===== src/rtl/alu_ctrl_pkg.sv =====
// Shared constants for the ALU control stage: ALU operation codes,
// opcode map used by the decoder, and the sequencer state encoding.
package alu_ctrl_pkg;

    // ALU operation codes (zero-extended to ALUOP_W at the point of use)
    localparam logic [2:0] ALU_ADD = 3'd0;
    localparam logic [2:0] ALU_SUB = 3'd1;
    localparam logic [2:0] ALU_LOG = 3'd2;
    localparam logic [2:0] ALU_SPC = 3'd3;
    localparam logic [2:0] ALU_MC  = 3'd4;

    // Opcode map; ranges are inclusive
    localparam int OPC_ADD_A  = 0;
    localparam int OPC_ADD_B  = 4;
    localparam int OPC_SUB_A  = 1;
    localparam int OPC_SUB_LO = 5;
    localparam int OPC_SUB_HI = 9;
    localparam int OPC_SPC    = 2;
    localparam int OPC_LOG_A  = 3;
    localparam int OPC_LOG_LO = 10;
    localparam int OPC_LOG_HI = 12;
    localparam int OPC_MC_DEF = 13;

    typedef enum logic {
        IDLE = 1'b0,
        BUSY = 1'b1
    } state_t;

endpackage


===== src/rtl/alu_ctrl_decode.sv =====
// Combinational opcode decoder: OP -> {ALU code, legal}.
// Kept standalone so a dual-issue front end can instantiate two copies.
module alu_ctrl_decode
    import alu_ctrl_pkg::*;
#(
    parameter int OP_W      = 6,
    parameter int ALUOP_W   = 3,
    parameter int MC_OPCODE = OPC_MC_DEF
) (
    input  logic [OP_W-1:0]    op,
    output logic [ALUOP_W-1:0] code,
    output logic               legal
);

    logic [31:0] v;

    // Table lookup; the multi-cycle opcode is checked first so it wins any overlap
    always_comb begin
        v     = 32'(op);
        code  = ALUOP_W'(ALU_ADD);
        legal = 1'b1;
        if (v == MC_OPCODE)
            code = ALUOP_W'(ALU_MC);
        else if (v == OPC_ADD_A || v == OPC_ADD_B)
            code = ALUOP_W'(ALU_ADD);
        else if (v == OPC_SUB_A || (v >= OPC_SUB_LO && v <= OPC_SUB_HI))
            code = ALUOP_W'(ALU_SUB);
        else if (v == OPC_LOG_A || (v >= OPC_LOG_LO && v <= OPC_LOG_HI))
            code = ALUOP_W'(ALU_LOG);
        else if (v == OPC_SPC)
            code = ALUOP_W'(ALU_SPC);
        else
            legal = 1'b0;
    end

endmodule


===== src/rtl/alu_ctrl_seq.sv =====
// ID/EX ALU control stage: registered decode, stall/flush bubbles and
// sequencing of the single multi-cycle opcode (holds ALU_MC, raises busy).
// Optional: define ALU_CTRL_ILLEGAL_OP_EN to add the illegal_op output and
// turn unknown opcodes into bubbles instead of ADD issues.
module alu_ctrl_seq
    import alu_ctrl_pkg::*;
#(
    parameter int OP_W      = 6,
    parameter int ALUOP_W   = 3,
    parameter int MC_OPCODE = OPC_MC_DEF,
    parameter int MC_LAT    = 4
) (
    input  logic               clk,
    input  logic               reset,
    input  logic [OP_W-1:0]    OP,
    input  logic               valid_in,
    input  logic               stall,
    input  logic               flush,
    output logic [ALUOP_W-1:0] ALU_OP,
    output logic               valid_out,
    output logic               busy,
    output logic               stall_req
`ifdef ALU_CTRL_ILLEGAL_OP_EN
    ,
    output logic               illegal_op
`endif
);

    // Counter only needs to hold MC_LAT-1
    localparam int CNT_W = (MC_LAT > 1) ? $clog2(MC_LAT) : 1;

    state_t             state, state_n;
    logic [CNT_W-1:0]   cnt, cnt_n;
    logic [ALUOP_W-1:0] alu_op_n;
    logic               valid_n;
    logic               ill_n;
    logic [ALUOP_W-1:0] dec_code;
    logic               dec_legal;
    logic               mc_issue;

    alu_ctrl_decode #(
        .OP_W      (OP_W),
        .ALUOP_W   (ALUOP_W),
        .MC_OPCODE (MC_OPCODE)
    ) u_decode (
        .op    (OP),
        .code  (dec_code),
        .legal (dec_legal)
    );

    assign mc_issue  = dec_legal && (dec_code == ALUOP_W'(ALU_MC));
    assign busy      = (state == BUSY);
    assign stall_req = busy;

    // Next-state and next-output logic; every target defaults first
    always_comb begin
        state_n  = state;
        cnt_n    = cnt;
        alu_op_n = '0;
        valid_n  = 1'b0;
        ill_n    = 1'b0;
        case (state)
            IDLE: begin
                if (!flush && !stall && valid_in) begin
`ifdef ALU_CTRL_ILLEGAL_OP_EN
                    if (!dec_legal) begin
                        ill_n = 1'b1;
                    end else begin
                        alu_op_n = dec_code;
                        valid_n  = 1'b1;
                    end
`else
                    alu_op_n = dec_code;
                    valid_n  = 1'b1;
`endif
                    if (mc_issue && (MC_LAT > 1)) begin
                        state_n = BUSY;
                        cnt_n   = CNT_W'(MC_LAT - 1);
                    end
                end
            end
            BUSY: begin
                if (flush) begin
                    state_n = IDLE;
                    cnt_n   = '0;
                end else begin
                    // stall does not pause the countdown
                    cnt_n = cnt - CNT_W'(1);
                    if (cnt == CNT_W'(1))
                        state_n = IDLE;
                    else
                        alu_op_n = ALUOP_W'(ALU_MC);
                end
            end
            default: begin
                state_n = IDLE;
                cnt_n   = '0;
            end
        endcase
    end

    // State and output registers with synchronous reset
    always_ff @(posedge clk) begin
        if (reset) begin
            state     <= IDLE;
            cnt       <= '0;
            ALU_OP    <= '0;
            valid_out <= 1'b0;
        end else begin
            state     <= state_n;
            cnt       <= cnt_n;
            ALU_OP    <= alu_op_n;
            valid_out <= valid_n;
        end
    end

`ifdef ALU_CTRL_ILLEGAL_OP_EN
    // One-cycle illegal-opcode flag
    always_ff @(posedge clk) begin
        if (reset) illegal_op <= 1'b0;
        else       illegal_op <= ill_n;
    end
`else
    // Flag has no consumer when the feature is off
    logic ill_unused;
    assign ill_unused = ill_n;
`endif

endmodule


===== config.mk =====
export PLATFORM = sky130hd
export DESIGN_NAME = alu_ctrl_seq
export DESIGN_NICKNAME = d
export VERILOG_FILES = /design/src/rtl/alu_ctrl_pkg.sv /design/src/rtl/alu_ctrl_decode.sv /design/src/rtl/alu_ctrl_seq.sv
export SDC_FILE = /design/constraint.sdc
export NUM_CORES = 1
export LEC_CHECK = 0
export CAP_MARGIN = 20
export CORE_AREA = 2 2 39 41
export CTS_BUF_LIST = sky130_fd_sc_hd__clkbuf_2
export CTS_CLUSTER_DIAMETER = 200
export CTS_CLUSTER_SIZE = 28
export DETAILED_ROUTE_END_ITERATION = 10
export DIE_AREA = 0 0 41 43
export PLACE_DENSITY = 0.55
export SYNTH_ARGS = -nofsm -noshare
export SYNTH_HDL_FRONTEND = slang
export SYNTH_SLANG_ARGS = --single-unit

===== constraint.sdc =====
create_clock -name clk -period 2.85 [get_ports clk]
set_input_delay 0.855 -clock clk [delete_from_list [all_inputs] [get_ports clk]]
set_output_delay 0.855 -clock clk [all_outputs]
set_load 0.02 [all_outputs]

==> results by group, run 1 <==
STA
  • Maximum clock frequency: 0.442 GHz
  • RSZ-0062 raised after global routing: no
  • Final Setup Violations: 0
  • Share of the clock period used by the worst path: 79.4%
  • Max-slew violation count: 0
  • Final Critical Period: 2.26 ns
  • Transition at the pin with the smallest max-transition slack: 0.286 ns
  • Count of endpoints failing hold in the final timing report: 0
  • Relative slew slack: 80.7%
  • Minimum hold slack: 0.514 ns
  • Worst setup margin: 0.588 ns
  • Max Clock Skew: 0.00166 ns
  • Total Negative Setup Slacks: 0 ns

Clocking
  • Number of setup buffers added after CTS: 0
  • Resized cells post-CTS: 0
  • Total clock sinks: 7
  • Maximum number of buffers from clock root to sink: 2
  • Clock transition time at the flip-flop clock pins of the worst setup and hold paths: 0.08 ns
  • Total CTS buffers: 3
  • Maximum level of the CTS H-tree: 1
  • Buffer cell driving the clock tree root: clkbuf_2
  • CTS tree: done
  • Clock Latency Late Sink: 0.22 ns
  • # hold bufs at CTS: 0

Placed design
  • Detail Placement HPWL: 542 um
  • Worst setup slack after placement: 0.354 ns
  • Number of I/O port buffers: 16
  • GP Congestion: 0.723
  • Post-Place Cell Area: 489 um^2

Floorplan
  • I/O pin cnt: 17
  • Core footprint: 0.00138 mm^2
  • Number of rows created at floorplan: 14
  • Total Die Area: 0.00176 mm^2
  • Starting Density: 22.9%
  • Die X: 41 um
  • Height of the die: 43 um

Synthesis
  • Seq cells post-synth: 7
  • Number of synthesis warnings: 0
  • Sequential element share of the synthesized area: 44.3%
  • Summed instance area of the synthesized netlist: 317 um^2
  • Unique masters post-synth: 19
  • Nets in the synthesized netlist: 46
  • Cell count after synthesis: 34
  • Avg Inst Size Synth: 9.31 um^2

Critical path
  • Class of the most critical setup path: in2reg
  • Worst Setup End Kind: flop
  • Critical-path top delay cell: or4b_4
  • CP arrival: 2.38 ns
  • Slowest cell delay on critical path: 0.57 ns
  • Worst path required time: 2.97 ns
  • Worst Setup Start Kind: input pin
  • Critical path cell sequence: clkdlybuf4s50_1 -> or4b_4 -> or3_4 -> o41ai_1
  • Critical Path Fanout Max: 5

Routing
  • Number of nets still failing antenna checks after routing: 0
  • Final routed wirelength across all metal layers: 668 um
  • Detailed-router iteration count before antenna repair: 3
  • Via total after detailed routing: 323
  • Number of DRC violations after detailed-routing iteration 0: 9
  • Drt via density: 4.68
  • DR DRC count: 0
  • Detail-routed net length per standard cell: 9.68 um

Final layout
  • Net count of the finished layout: 66
  • Final non-filler cell area: 509 um^2
  • Fraction of final layout cells sized beyond drive strength 1: 13.2%
  • Number of diodes: 0
  • Area grow syn2layout: 60.9%

Power and ir drop
  • Power density relative to cell area: 388 mW/mm^2
  • Worst ir drop on vdd: 0.000105 V
  • Leakage dissipation: 0.185 nW

GRT
  • Antenna violations before repair: 0
  • Remaining global-route overflow: 0
  • Vias in the first global route: 291
  • Global-route usage over all layers: 10.3%
  • Largest net degree at the start of global routing: 8
  • First-pass GRT wire length: 1170 um

Flow run
  • Reported max-cap violation count: 0

Hold path
  • Worst hold path type: reg2reg

Outcome
  • Run status: completed
layout make-up:
class                           count  area (um^2)
Tap cell                           16         20.0
Sequential cell                     7          140
Multi-Input combinational cell     24          161
Fill cell                         153          875
Inverter                            2         7.51
Clock buffer                        4         20.0
Timing Repair Buffer               16          160
layer usage:
| metal | wire length, um | vias to the layer above | track usage (%) | part of all wire [%] |
|---|---|---|---|---|
| met4 | 20 | 0 | 10.0 | 3.0 |
| met3 | 55 | 2 | 3.14 | 8.2 |
| li1 | - | 163 | - | - |
| met1 | 328 | 144 | 13.3 | 49 |
| met5 | 0 | - | 0 | 0 |
| met2 | 263 | 14 | 12.5 | 39 |
cell usage in the layout (no fill, tap or decap):
cell type / count
nor3_1: 2
ha_1: 1
or4b_4: 1
o21ai_0: 4
dfxtp_1: 7
a31oi_1: 1
or3_1: 1
nor3b_1: 1
nor2b_1: 1
a21oi_1: 2
nor2_1: 3
clkdlybuf4s50_1: 16
clkbuf_2: 4
o41ai_1: 2
and3b_2: 1
nand4b_1: 1
or2_1: 1
inv_1: 2
nand2_1: 1
or3_4: 1
synthesized netlist by cell type:
master | number | area [um^2]
a21oi_1 | 2 | 10.0
a31oi_1 | 1 | 6.26
and3b_2 | 1 | 10.0
buf_4 | 1 | 7.51
dfxtp_1 | 7 | 140
ha_1 | 1 | 12.5
inv_1 | 2 | 7.51
nand2_1 | 1 | 3.75
nand4b_1 | 1 | 8.76
nor2_1 | 3 | 11.3
nor2b_1 | 1 | 6.26
nor3_1 | 2 | 10.0
nor3b_1 | 1 | 7.51
o21ai_0 | 4 | 20.0
o41ai_1 | 2 | 17.5
or2_1 | 1 | 6.26
or3_1 | 1 | 6.26
or3_4 | 1 | 11.3
or4b_4 | 1 | 13.8
critical path, delay by kind of cell:
kind	cells	cell delay, ns
and+or+nand+nor	2	0.97
buffers and inverters	1	0.48
AOI/OAI and AO/OA	1	0.08
flip-flops by register name, indices dropped and copies added (netlist names):
signal     flops
busy           1
cnt            2
valid_out      1
ALU_OP         3
power breakdown:
part	switching [mW]	internal, mW
combinational	0.00896	0.0164
clock	0.0366	0.0374
sequential	0.000196	0.0983
kinds of logic (layout without fill, tap and decap cells):
| logic type | Yosys count | after routing | synth area share (%) |
|---|---|---|---|
| buffers and inverters | 3 | 22 | 4.74 |
| DFF | 7 | 7 | 44.3 |
| AOI/OAI and AO/OA | 9 | 9 | 17.0 |
| and+or+nand+nor | 14 | 14 | 30.0 |
| adders and majority gates | 1 | 1 | 3.95 |
metrics by stage:
step | util, % | instances | power, mW
5_1_grt | 36.8 | 69 | 0.210
2_1_floorplan | - | 34 | 0.107
3_3_place_gp | 35.4 | 65 | 0.126
6_report | 36.8 | 69 | 0.198
3_5_place_dp | 35.4 | 65 | 0.126
4_1_cts | 36.8 | 69 | 0.202
worst paths after layout:
path	depth (start not counted)	to	startpoint	slack, ns
max reg2reg	3	ALU_OP[2]$_SDFF_PP0_	busy$_SDFF_PP0_	1.58
min	1	valid_out$_SDFF_PP0_	busy$_SDFF_PP0_	0.51
min reg2reg	1	valid_out$_SDFF_PP0_	busy$_SDFF_PP0_	0.51
max	4	ALU_OP[2]$_SDFF_PP0_	flush	0.59
(Power assumes the default switching activity.)
==> run 2, diff against run 1 <==
- clock period: 2.85 -> 2.3 ns (I/O delays scaled with it)
==> results by group, run 2 (synthesis results as in run 1) <==
Critical path
  • Critical Path Fanout Max: 4 (was 5)
  • Worst Setup Start Kind: input pin (unchanged)
  • Worst path required time: 2.42 ns (was 2.97 ns)
  • Class of the most critical setup path: in2reg (unchanged)
  • CP arrival: 2.14 ns (was 2.38 ns)
  • Worst Setup End Kind: flop (unchanged)

GRT
  • Remaining global-route overflow: 0 (unchanged)
  • First-pass GRT wire length: 1280 um (was 1170 um)
  • Global-route usage over all layers: 11.6% (was 10.3%)
  • Antenna violations before repair: 0 (unchanged)
  • Largest net degree at the start of global routing: 8 (unchanged)
  • Vias in the first global route: 311 (was 291)

Clocking
  • Clock transition time at the flip-flop clock pins of the worst setup and hold paths: 0.07 ns (was 0.08 ns)
  • Maximum level of the CTS H-tree: 1 (unchanged)
  • Resized cells post-CTS: 0 (unchanged)
  • Total clock sinks: 7 (unchanged)
  • Number of setup buffers added after CTS: 0 (unchanged)
  • Total CTS buffers: 3 (unchanged)
  • CTS tree: done (unchanged)
  • Buffer cell driving the clock tree root: clkbuf_2 (unchanged)
  • Clock Latency Late Sink: 0.23 ns (was 0.22 ns)
  • # hold bufs at CTS: 0 (unchanged)
  • Maximum number of buffers from clock root to sink: 2 (unchanged)

STA
  • Count of endpoints failing hold in the final timing report: 0 (unchanged)
  • Transition at the pin with the smallest max-transition slack: 0.310 ns (was 0.286 ns)
  • RSZ-0062 raised after global routing: no (unchanged)
  • Max-slew violation count: 0 (unchanged)
  • Maximum clock frequency: 0.494 GHz
  • Relative slew slack: 79.1% (was 80.7%)
  • Final Critical Period: 2.02 ns
  • Share of the clock period used by the worst path: 88.0%
  • Final Setup Violations: 0 (unchanged)
  • Max Clock Skew: 0.00242 ns (was 0.00166 ns)
  • Total Negative Setup Slacks: 0 ns (unchanged)
  • Minimum hold slack: 0.516 ns (was 0.514 ns)

Placed design
  • DP Cell Count: 67 (was 65)
  • Detail Placement HPWL: 585 um (was 542 um)
  • Number of I/O port buffers: 16 (unchanged)
  • GP Congestion: 0.707 (was 0.723)

Hold path
  • Worst hold path type: reg2reg (unchanged)

Final layout
  • Fraction of final layout cells sized beyond drive strength 1: 16.4% (was 13.2%)
  • Non-filler cells in the finished layout: 71 (was 69)
  • Largest register FFs: 3 (unchanged)
  • Most common library cell in the layout ignoring fill and taps: clkdlybuf4s50_1 (unchanged)
  • Largest registers: ALU_OP: 3 flops, cnt: 2 flops (unchanged)
  • Register bank with the most flops: ALU_OP (unchanged)
  • Core occupancy in the finished layout: 37.9% (was 36.8%)
  • Area grow syn2layout: 65.6% (was 60.9%)
  • Most frequent cells in the layout: 16 x clkdlybuf4s50_1, 7 x dfxtp_1, 4 x o21ai_0, 4 x clkbuf_2, 3 x nor2_1 (unchanged)
  • Net count of the finished layout: 68 (was 66)
  • Fill cell total of the finished layout: 156 (was 153)
  • Number of diodes: 0 (unchanged)

Routing
  • Via total after detailed routing: 335 (was 323)
  • Final routed wirelength across all metal layers: 755 um (was 668 um)
  • Detail-routed net length per standard cell: 10.6 um (was 9.68 um)
  • Drt via density: 4.72 (was 4.68)
  • Detailed-router iteration count before antenna repair: 2 (was 3)
  • DR DRC count: 0 (unchanged)
  • Number of nets still failing antenna checks after routing: 0 (unchanged)
  • Number of DRC violations after detailed-routing iteration 0: 3 (was 9)

Floorplan
  • Core footprint: 0.00138 mm^2 (unchanged)
  • Number of rows created at floorplan: 14 (unchanged)
  • Total Die Area: 0.00176 mm^2 (unchanged)
  • Die X: 41 um (unchanged)
  • Height of the die: 43 um (unchanged)
  • I/O pin cnt: 17 (unchanged)
  • Starting Density: 22.9% (unchanged)

Power and ir drop
  • Power density relative to cell area: 473 mW/mm^2 (was 388 mW/mm^2)
  • Worst ir drop on vdd: 0.000122 V (was 0.000105 V)
  • Leakage dissipation: 0.194 nW (was 0.185 nW)

Flow run
  • Reported max-cap violation count: 0 (unchanged)

Outcome
  • Run status: completed (unchanged)
run 2: cell count changes in the layout (fill, tap and decap cells not counted):
cell	delta
buf_4	+2
run 2: area by class of cell:
cell class | instances | area [um^2] | area share [%]
repair buffers | 18 | 175 | 33.4
multi-input cells | 24 | 161 | 30.8
well taps | 16 | 20.0 | 3.82
inverters | 2 | 7.51 | 1.43
flip-flops and latches | 7 | 140 | 26.7
clock buffers | 4 | 20.0 | 3.82
run 2: metrics by stage:
stage | worst slack (ns) | cell area (um^2) | total power, mW
after floorplan | 0.546 | 317 | 0.133
after global placement | 0.0613 | 504 | 0.159
after detailed placement | 0.0288 | 504 | 0.159
after CTS | 0.275 | 524 | 0.253
after global routing | 0.196 | 524 | 0.262
final | 0.277 | 524 | 0.248
run 2: path summary, 6_finish.rpt:
check                                startpoint                   end  slack [ns]  cells past startpoint
worst min-delay path            busy$_SDFF_PP0_  valid_out$_SDFF_PP0_        0.52                      1
worst max-delay path                      flush       busy$_SDFF_PP0_        0.28                      4
worst max register to register  busy$_SDFF_PP0_       busy$_SDFF_PP0_        1.02                      3
worst min register to register  busy$_SDFF_PP0_  valid_out$_SDFF_PP0_        0.52                      1
run 2: critical path, stage by stage:
cell and delay [ns]:
clkdlybuf4s50_1 0.42, or4b_4 0.55, or3_4 0.40, o41ai_1 0.08
run 2: where the power goes:
group / switching, mW / internal (mW) / leakage, nW / total, mW
combinational: 0.0118 / 0.0224 / 0.121 / 0.0342
clock: 0.0455 / 0.0462 / 0.0166 / 0.0918
sequential: 0.000259 / 0.122 / 0.0565 / 0.122
total: 0.0576 / 0.191 / 0.194 / 0.248
run 2: routing by layer:
| layer | vias to the layer above | track usage, % | part of all wire, % |
|---|---|---|---|
| li1 | 168 | - | - |
| met1 | 151 | 13.5 | 45 |
| met2 | 14 | 15.3 | 45 |
| met3 | 2 | 3.14 | 7.3 |
| met4 | 0 | 12.0 | 2.6 |
| met5 | - | 0 | 0 |
